### src/rtl/truth_sweep_pkg.sv
// Shared types and constants for the truth-table sweep controller.
package truth_sweep_pkg;

    localparam int unsigned NMINT = 4;
    localparam int unsigned IDX_W = 2;
    localparam int unsigned OP_W  = 2;

    // Gate function select
    typedef enum logic [OP_W-1:0] {
        OP_OR_NOTB = 2'd0,   // a | ~b
        OP_AND     = 2'd1,   // a & b
        OP_XOR     = 2'd2,   // a ^ b
        OP_NAND    = 2'd3    // ~(a & b)
    } op_e;

    typedef enum logic [2:0] {
        ST_IDLE   = 3'd0,
        ST_APPLY  = 3'd1,
        ST_SAMPLE = 3'd2,
        ST_CHECK  = 3'd3,
        ST_DONE   = 3'd4
    } state_e;

endpackage

### src/rtl/truth_sweep_if.sv
// Request/result bundle between a sweep requester and the sweep controller.
interface truth_sweep_if #(
    parameter int unsigned NMINT = truth_sweep_pkg::NMINT
);
    import truth_sweep_pkg::*;

    logic             start;
    op_e              op;
    logic [NMINT-1:0] expected;
    logic             pause;
    logic             a_drv;
    logic             b_drv;
    logic             busy;
    logic             done;
    logic [NMINT-1:0] table_out;
    logic             pass;

    modport master (
        output start, op, expected, pause,
        input  a_drv, b_drv, busy, done, table_out, pass
    );

    modport slave (
        input  start, op, expected, pause,
        output a_drv, b_drv, busy, done, table_out, pass
    );
endinterface

### src/rtl/truth_sweep_gate_unit.sv
// Two-input gate under test; purely combinational function of op, a, b.
module gate_unit
    import truth_sweep_pkg::*;
(
    input  op_e  op_i,
    input  logic a_i,
    input  logic b_i,
    output logic s_o
);

    // Select one of the four gate functions
    always_comb begin
        s_o = 1'b0;
        case (op_i)
            OP_OR_NOTB: s_o = a_i | ~b_i;
            OP_AND:     s_o = a_i & b_i;
            OP_XOR:     s_o = a_i ^ b_i;
            OP_NAND:    s_o = ~(a_i & b_i);
            default:    s_o = 1'b0;
        endcase
    end

endmodule

### src/rtl/truth_sweep_ctrl.sv
// Sweeps all minterms of a 2-input gate, captures its truth table and
// compares it with an expected table latched at start.
module truth_sweep_ctrl #(
    parameter int unsigned NMINT = truth_sweep_pkg::NMINT
) (
    input  logic       clk,
    input  logic       rst,
    truth_sweep_if.slave bus
);
    import truth_sweep_pkg::*;

    localparam logic [IDX_W-1:0] LAST_IDX = IDX_W'(NMINT - 1);

    state_e           state_q, state_d;
    logic [IDX_W-1:0] idx_q, idx_d;
    op_e              op_q, op_d;
    logic [NMINT-1:0] exp_q, exp_d;
    logic             a_q, a_d;
    logic             b_q, b_d;
    logic             busy_q, busy_d;
    logic             done_q, done_d;
    logic [NMINT-1:0] table_q, table_d;
    logic             pass_q, pass_d;
    logic             gate_s_c;

    gate_unit u_gate (
        .op_i (op_q),
        .a_i  (a_q),
        .b_i  (b_q),
        .s_o  (gate_s_c)
    );

    // Next-state and registered-output logic
    always_comb begin
        state_d = state_q;
        idx_d   = idx_q;
        op_d    = op_q;
        exp_d   = exp_q;
        a_d     = a_q;
        b_d     = b_q;
        busy_d  = busy_q;
        done_d  = 1'b0;
        table_d = table_q;
        pass_d  = pass_q;

        case (state_q)
            ST_IDLE: begin
                if (bus.start) begin
                    op_d    = bus.op;
                    exp_d   = bus.expected;
                    table_d = '0;
                    pass_d  = 1'b0;
                    idx_d   = '0;
                    a_d     = 1'b0;
                    b_d     = 1'b0;
                    busy_d  = 1'b1;
                    state_d = ST_APPLY;
                end
            end
            ST_APPLY: begin
                if (!bus.pause) begin
                    state_d = ST_SAMPLE;
                end
            end
            ST_SAMPLE: begin
                if (!bus.pause) begin
                    table_d[idx_q] = gate_s_c;
                    if (idx_q == LAST_IDX) begin
                        state_d = ST_CHECK;
                    end else begin
                        idx_d   = idx_q + IDX_W'(1);
                        a_d     = idx_d[1];
                        b_d     = idx_d[0];
                        state_d = ST_APPLY;
                    end
                end
            end
            ST_CHECK: begin
                pass_d  = (table_q == exp_q);
                busy_d  = 1'b0;
                done_d  = 1'b1;
                state_d = ST_DONE;
            end
            ST_DONE: begin
                state_d = ST_IDLE;
            end
            default: begin
                state_d = ST_IDLE;
            end
        endcase
    end

    // State and output registers with synchronous reset
    always_ff @(posedge clk) begin
        if (rst) begin
            state_q <= ST_IDLE;
            idx_q   <= '0;
            op_q    <= OP_OR_NOTB;
            exp_q   <= '0;
            a_q     <= 1'b0;
            b_q     <= 1'b0;
            busy_q  <= 1'b0;
            done_q  <= 1'b0;
            table_q <= '0;
            pass_q  <= 1'b0;
        end else begin
            state_q <= state_d;
            idx_q   <= idx_d;
            op_q    <= op_d;
            exp_q   <= exp_d;
            a_q     <= a_d;
            b_q     <= b_d;
            busy_q  <= busy_d;
            done_q  <= done_d;
            table_q <= table_d;
            pass_q  <= pass_d;
        end
    end

    assign bus.a_drv     = a_q;
    assign bus.b_drv     = b_q;
    assign bus.busy      = busy_q;
    assign bus.done      = done_q;
    assign bus.table_out = table_q;
    assign bus.pass      = pass_q;

endmodule

### src/flat_wrapper.sv
// flat-port wrapper written by rule: the top's interface ports become plain ports
module truth_sweep_ctrl_flat import truth_sweep_pkg::*;
#(
    parameter int unsigned NMINT = truth_sweep_pkg::NMINT
)
  (clk, rst, bus_start, bus_op, bus_expected, bus_pause, bus_a_drv, bus_b_drv, bus_busy, bus_done, bus_table_out, bus_pass);
  truth_sweep_if #(.NMINT(NMINT)) bus_i ();
  input  logic clk;
  input  logic rst;
  input wire logic [$bits(bus_i.start)-1:0] bus_start;
  input wire logic [$bits(bus_i.op)-1:0] bus_op;
  input wire logic [$bits(bus_i.expected)-1:0] bus_expected;
  input wire logic [$bits(bus_i.pause)-1:0] bus_pause;
  output wire logic [$bits(bus_i.a_drv)-1:0] bus_a_drv;
  output wire logic [$bits(bus_i.b_drv)-1:0] bus_b_drv;
  output wire logic [$bits(bus_i.busy)-1:0] bus_busy;
  output wire logic [$bits(bus_i.done)-1:0] bus_done;
  output wire logic [$bits(bus_i.table_out)-1:0] bus_table_out;
  output wire logic [$bits(bus_i.pass)-1:0] bus_pass;
  assign bus_i.start = bus_start;
  assign bus_i.op = bus_op;
  assign bus_i.expected = bus_expected;
  assign bus_i.pause = bus_pause;
  assign bus_a_drv = bus_i.a_drv;
  assign bus_b_drv = bus_i.b_drv;
  assign bus_busy = bus_i.busy;
  assign bus_done = bus_i.done;
  assign bus_table_out = bus_i.table_out;
  assign bus_pass = bus_i.pass;
  truth_sweep_ctrl #(.NMINT(NMINT)) u_core (.clk(clk), .rst(rst), .bus(bus_i));
endmodule
### config.mk
export PLATFORM = sky130hd
export DESIGN_NAME = truth_sweep_ctrl_flat
export DESIGN_NICKNAME = d
export VERILOG_FILES = /design/src/rtl/truth_sweep_pkg.sv /design/src/rtl/truth_sweep_if.sv /design/src/rtl/truth_sweep_gate_unit.sv /design/src/rtl/truth_sweep_ctrl.sv /design/src/flat_wrapper.sv
export SDC_FILE = /design/constraint.sdc
export NUM_CORES = 1
export LEC_CHECK = 0
export ABC_AREA = 1
export CORE_MARGIN = 3
export CORE_UTILIZATION = 40
export CTS_CLUSTER_SIZE = 12
export DETAILED_ROUTE_END_ITERATION = 16
export HOLD_SLACK_MARGIN = 0.05
export PLACE_DENSITY = 0.66
export SLEW_MARGIN = 30
export SYNTH_ARGS = -nofsm -noshare
export SYNTH_HDL_FRONTEND = slang
export SYNTH_SLANG_ARGS = --single-unit
### constraint.sdc
create_clock -name clk -period 1.58 [get_ports clk]
set_clock_uncertainty 0.05 [all_clocks]
set_input_delay 0.474 -clock clk [delete_from_list [all_inputs] [get_ports clk]]
set_output_delay 0.474 -clock clk [all_outputs]
set_load 0.02 [all_outputs]
==> results of run 1 <==
-- power by group --
group | total, mW | switching [mW] | internal [mW]
logic | 0.451 | 0.264 | 0.188
registers | 0.570 | 0.0555 | 0.515
clock network | 0.293 | 0.152 | 0.141
total | 1.31 | 0.471 | 0.843
-- logic make-up after synthesis --
logic type / Yosys count
simple gates: 58
buf+inv: 23
compound gates: 22
flops: 18
fa+ha+maj: 5
xor+xnor: 4
-- worst register-to-register path: stages, from the launching register on --
cell	delay, ns
dfxtp_1	0.39
inv_1	0.10
ha_1	0.31
o21ai_0	0.14
nand2_1	0.06
nand2_1	0.08
inv_1	0.07
nor2_1	0.10
nor2_1	0.06
-- worst paths after layout --
kind                                                            from                                    to  slack, ns  depth (start not counted)
worst min register to register          u_core.bus.busy$_SDFFE_PP0P_          u_core.bus.busy$_SDFFE_PP0P_       0.41                          2
worst min-delay path                    u_core.bus.busy$_SDFFE_PP0P_          u_core.bus.busy$_SDFFE_PP0P_       0.41                          2
worst max-delay path            u_core.bus.table_out[1]$_SDFFE_PP0P_                      bus_table_out[1]       0.07                          1
worst max register to register          u_core.idx_q[0]$_SDFFE_PP0P_  u_core.bus.table_out[1]$_SDFFE_PP0P_       0.13                          8
-- routing by layer --
layer | vias up | wire length (um)
met5 | - | 0
met4 | 0 | 22
met3 | 4 | 104
met2 | 15 | 861
met1 | 364 | 914
li1 | 461 | -
-- sequential cells by signal (all words and copies together) (netlist names) --
name / count
u_core.idx_q: 1
u_core.op_q: 2
u_core.exp_q: 4
u_core.bus.pass: 1
u_core.bus.table_out: 4
u_core.bus.done: 1
u_core.state_q: 3
u_core.bus.a_drv: 1
u_core.bus.busy: 1
-- layout by cell type, fill, tap and decap left out, types with 2 or more instances in the layout --
master,Yosys,layout
clkbuf_4,0,3
clkbuf_2,0,2
buf_4,1,8
inv_1,20,20
clkdlybuf4s50_1,0,9
nand2_1,28,28
dlygate4sd2_1,0,6
nor2_1,15,15
nor2_2,2,2
ha_1,5,5
a21oi_1,10,10
xor2_1,3,3
dfxtp_1,18,17
o21ai_0,11,11
nand3_1,8,8
-- layout make-up --
class / count / share of cell area
Timing Repair Buffer: 26 / 0.185
Sequential cell: 18 / 0.299
Clock buffer: 4 / 0.0301
Multi-Input combinational cell: 89 / 0.392
Tap cell: 27 / 0.0280
Inverter: 21 / 0.0653
-- metrics by stage --
step           utilization  power, mW  std cells  area, um2  hold WS (ns)
2_1_floorplan            -      0.885        130        923         0.385
3_3_place_gp         0.575       1.04        181       1190         0.394
3_5_place_dp         0.575       1.05        181       1190         0.399
4_1_cts              0.589       1.32        185       1210         0.412
5_1_grt              0.586       1.41        185       1210         0.430
6_report             0.586       1.31        185       1210         0.409
-- repair_timing --
item	4_1_cts	5_1_grt
setup buffers	0	0
pin swaps	0	0
setup endpoints to repair	9	5
hold buffers	0	0
resized for setup	11	5
==> flow_summary.json, run 1 <==
{
  "outcome": "completed",
  "synth_area_in_compound_gates": 0.122,
  "critical_path.n_buffers_inverters": 1,
  "die_width_um": 54.0,
  "max_cap_viol_count": 0,
  "die_area_um2": 2920,
  "synthDistinctLibCells": 20,
  "vias": 844,
  "mappedNetlistNets": 145,
  "register_area_um2": 362,
  "finalSetupViolCount": 0,
  "cts_tree": "built",
  "drt-pass1-iter-count": 4,
  "synth_top_family_by_area": "simple AND/OR/NAND/NOR gates",
  "setup_tns_ns": 0,
  "numCtsBuffers": 3,
  "yosys_register_bits": 18,
  "vias_per_cell": 4.56,
  "vias_in_the_first_global_route": 753,
  "area_growth_pct": 30.8,
  "postRouteAntennaNets": 0,
  "synth_simple_gate_area_share": 0.285,
  "slew_headroom": 0.797,
  "cpPeakStageDelay_ns": 0.34,
  "cellPowerDensity_nw_per_um2": 1090,
  "worstSetupPathType": "reg2out",
  "synth_top_cell_area_share": 0.390,
  "clock-root-buffer": "clkbuf_4",
  "max_freq_ghz": 0.664,
  "clock_latency_ns": 0.30,
  "tightestPinTransition_ns": 0.305,
  "syn-cell-area_um2": 923,
  "yosysWarnings": 0,
  "final_max_slew_viol_count": 0,
  "postSynthCellCount": 130,
  "worst_path_max_delay_cell": "dfxtp_1",
  "synth_edf_count": 0,
  "wire_per_inst_um": 10.3,
  "groute.layer.met1.usage": 0.169,
  "drt_first_iter_violations": 14,
  "rsz_0062_raised_after_global_routing": "no",
  "synth_xor_xnor_area_share": 0.0379,
  "cp_endpoint_kind": "output port",
  "static_leak_nw": 0.593,
  "synth_ff_type": "dfxtp_1",
  "globalRoute.busiestLayer": "met2",
  "total_of_buffers_placed_on_input_and_output_ports": 18,
  "ir_drop_mv": 0.728,
  "fin_nets": 174,
  "num_antenna_cells": 0,
  "detailedPlace.worstSlack_ns": -0.129,
  "placer_s_final_routability_congestion_estimate": 0.745,
  "timing.critical_path.from_type": "flop",
  "grt_max_degree": 11,
  "period_minus_slack_ns": 1.51,
  "post_synth.cell_area_avg_um2": 7.10,
  "grt_use_met3": 0.0499,
  "synth_sequential_area_ratio": 0.390,
  "hold_class": "reg2reg",
  "critical_path.cell_chain": "dlygate4sd2_1",
  "hold_viol_final": 0,
  "postRouteWirelength_um": 1900,
  "timing.final.ws_setup_ns": 0.0736,
  "async_set_or_reset_flop_fraction_in_the_synthesized_netlist": 0,
  "critical_path.max_fanout": 2,
  "yosysTopAreaCell": "dfxtp_1",
  "cts-root-to-sink-buffers": 2,
  "grt_pass1_wl_um": 3100,
  "cp_top_family": "flip-flops",
  "final.period_utilization": 0.953,
  "cts_sinks": 18,
  "detail_route.drc_violations": 0,
  "synth.cells.most_frequent": "nand2_1 (28), inv_1 (20), dfxtp_1 (18), nor2_1 (15), o21ai_0 (11)",
  "core_um2": 2060,
  "global_route.usage.total": 0.146,
  "dp.final_hpwl_um": 1460,
  "floorplan.rows": 16,
  "yosysMostFrequentCell": "nand2_1",
  "antenna_found_initial": 0,
  "clock_tree.htree_level_count": 1,
  "multiInputGateArea_um2": 473,
  "worst-endpoint-required_ns": 1.06,
  "layout-drive-gt1-share": 0.139,
  "arithmetic_cell_share_of_the_synthesized_area_counting_full_adders_half_adders_and_majority_gates": 0.0678,
  "die_h_um": 54.0,
  "final.fill_count": 213,
  "muxShareOfSynthArea": 0,
  "worst-endpoint-arrival_ns": 0.98,
  "synth_top_cells_by_area": "dfxtp_1 (39%), nand2_1 (11%), inv_1 (8.1%)",
  "start_util": 0.448,
  "grt_remaining_overflow": 0,
  "worst_setup_hold_path_clk_slew_ns": 0.11,
  "global_route.usage.met2": 0.250,
  "num_io_pins": 19
}
No activity file was read; power rests on OpenSTA's default activity.
==> run 2: changes to the inputs <==
--- a/config.mk
+++ b/config.mk
@@ -6,6 +6,7 @@
 export NUM_CORES = 1
 export LEC_CHECK = 0
 export ABC_AREA = 1
+export CAP_MARGIN = 20
 export CORE_MARGIN = 3
 export CORE_UTILIZATION = 40
 export CTS_CLUSTER_SIZE = 12
==> results of run 2 <==
Same layout as run 1: the final DEF is identical, and so are final timing and power.
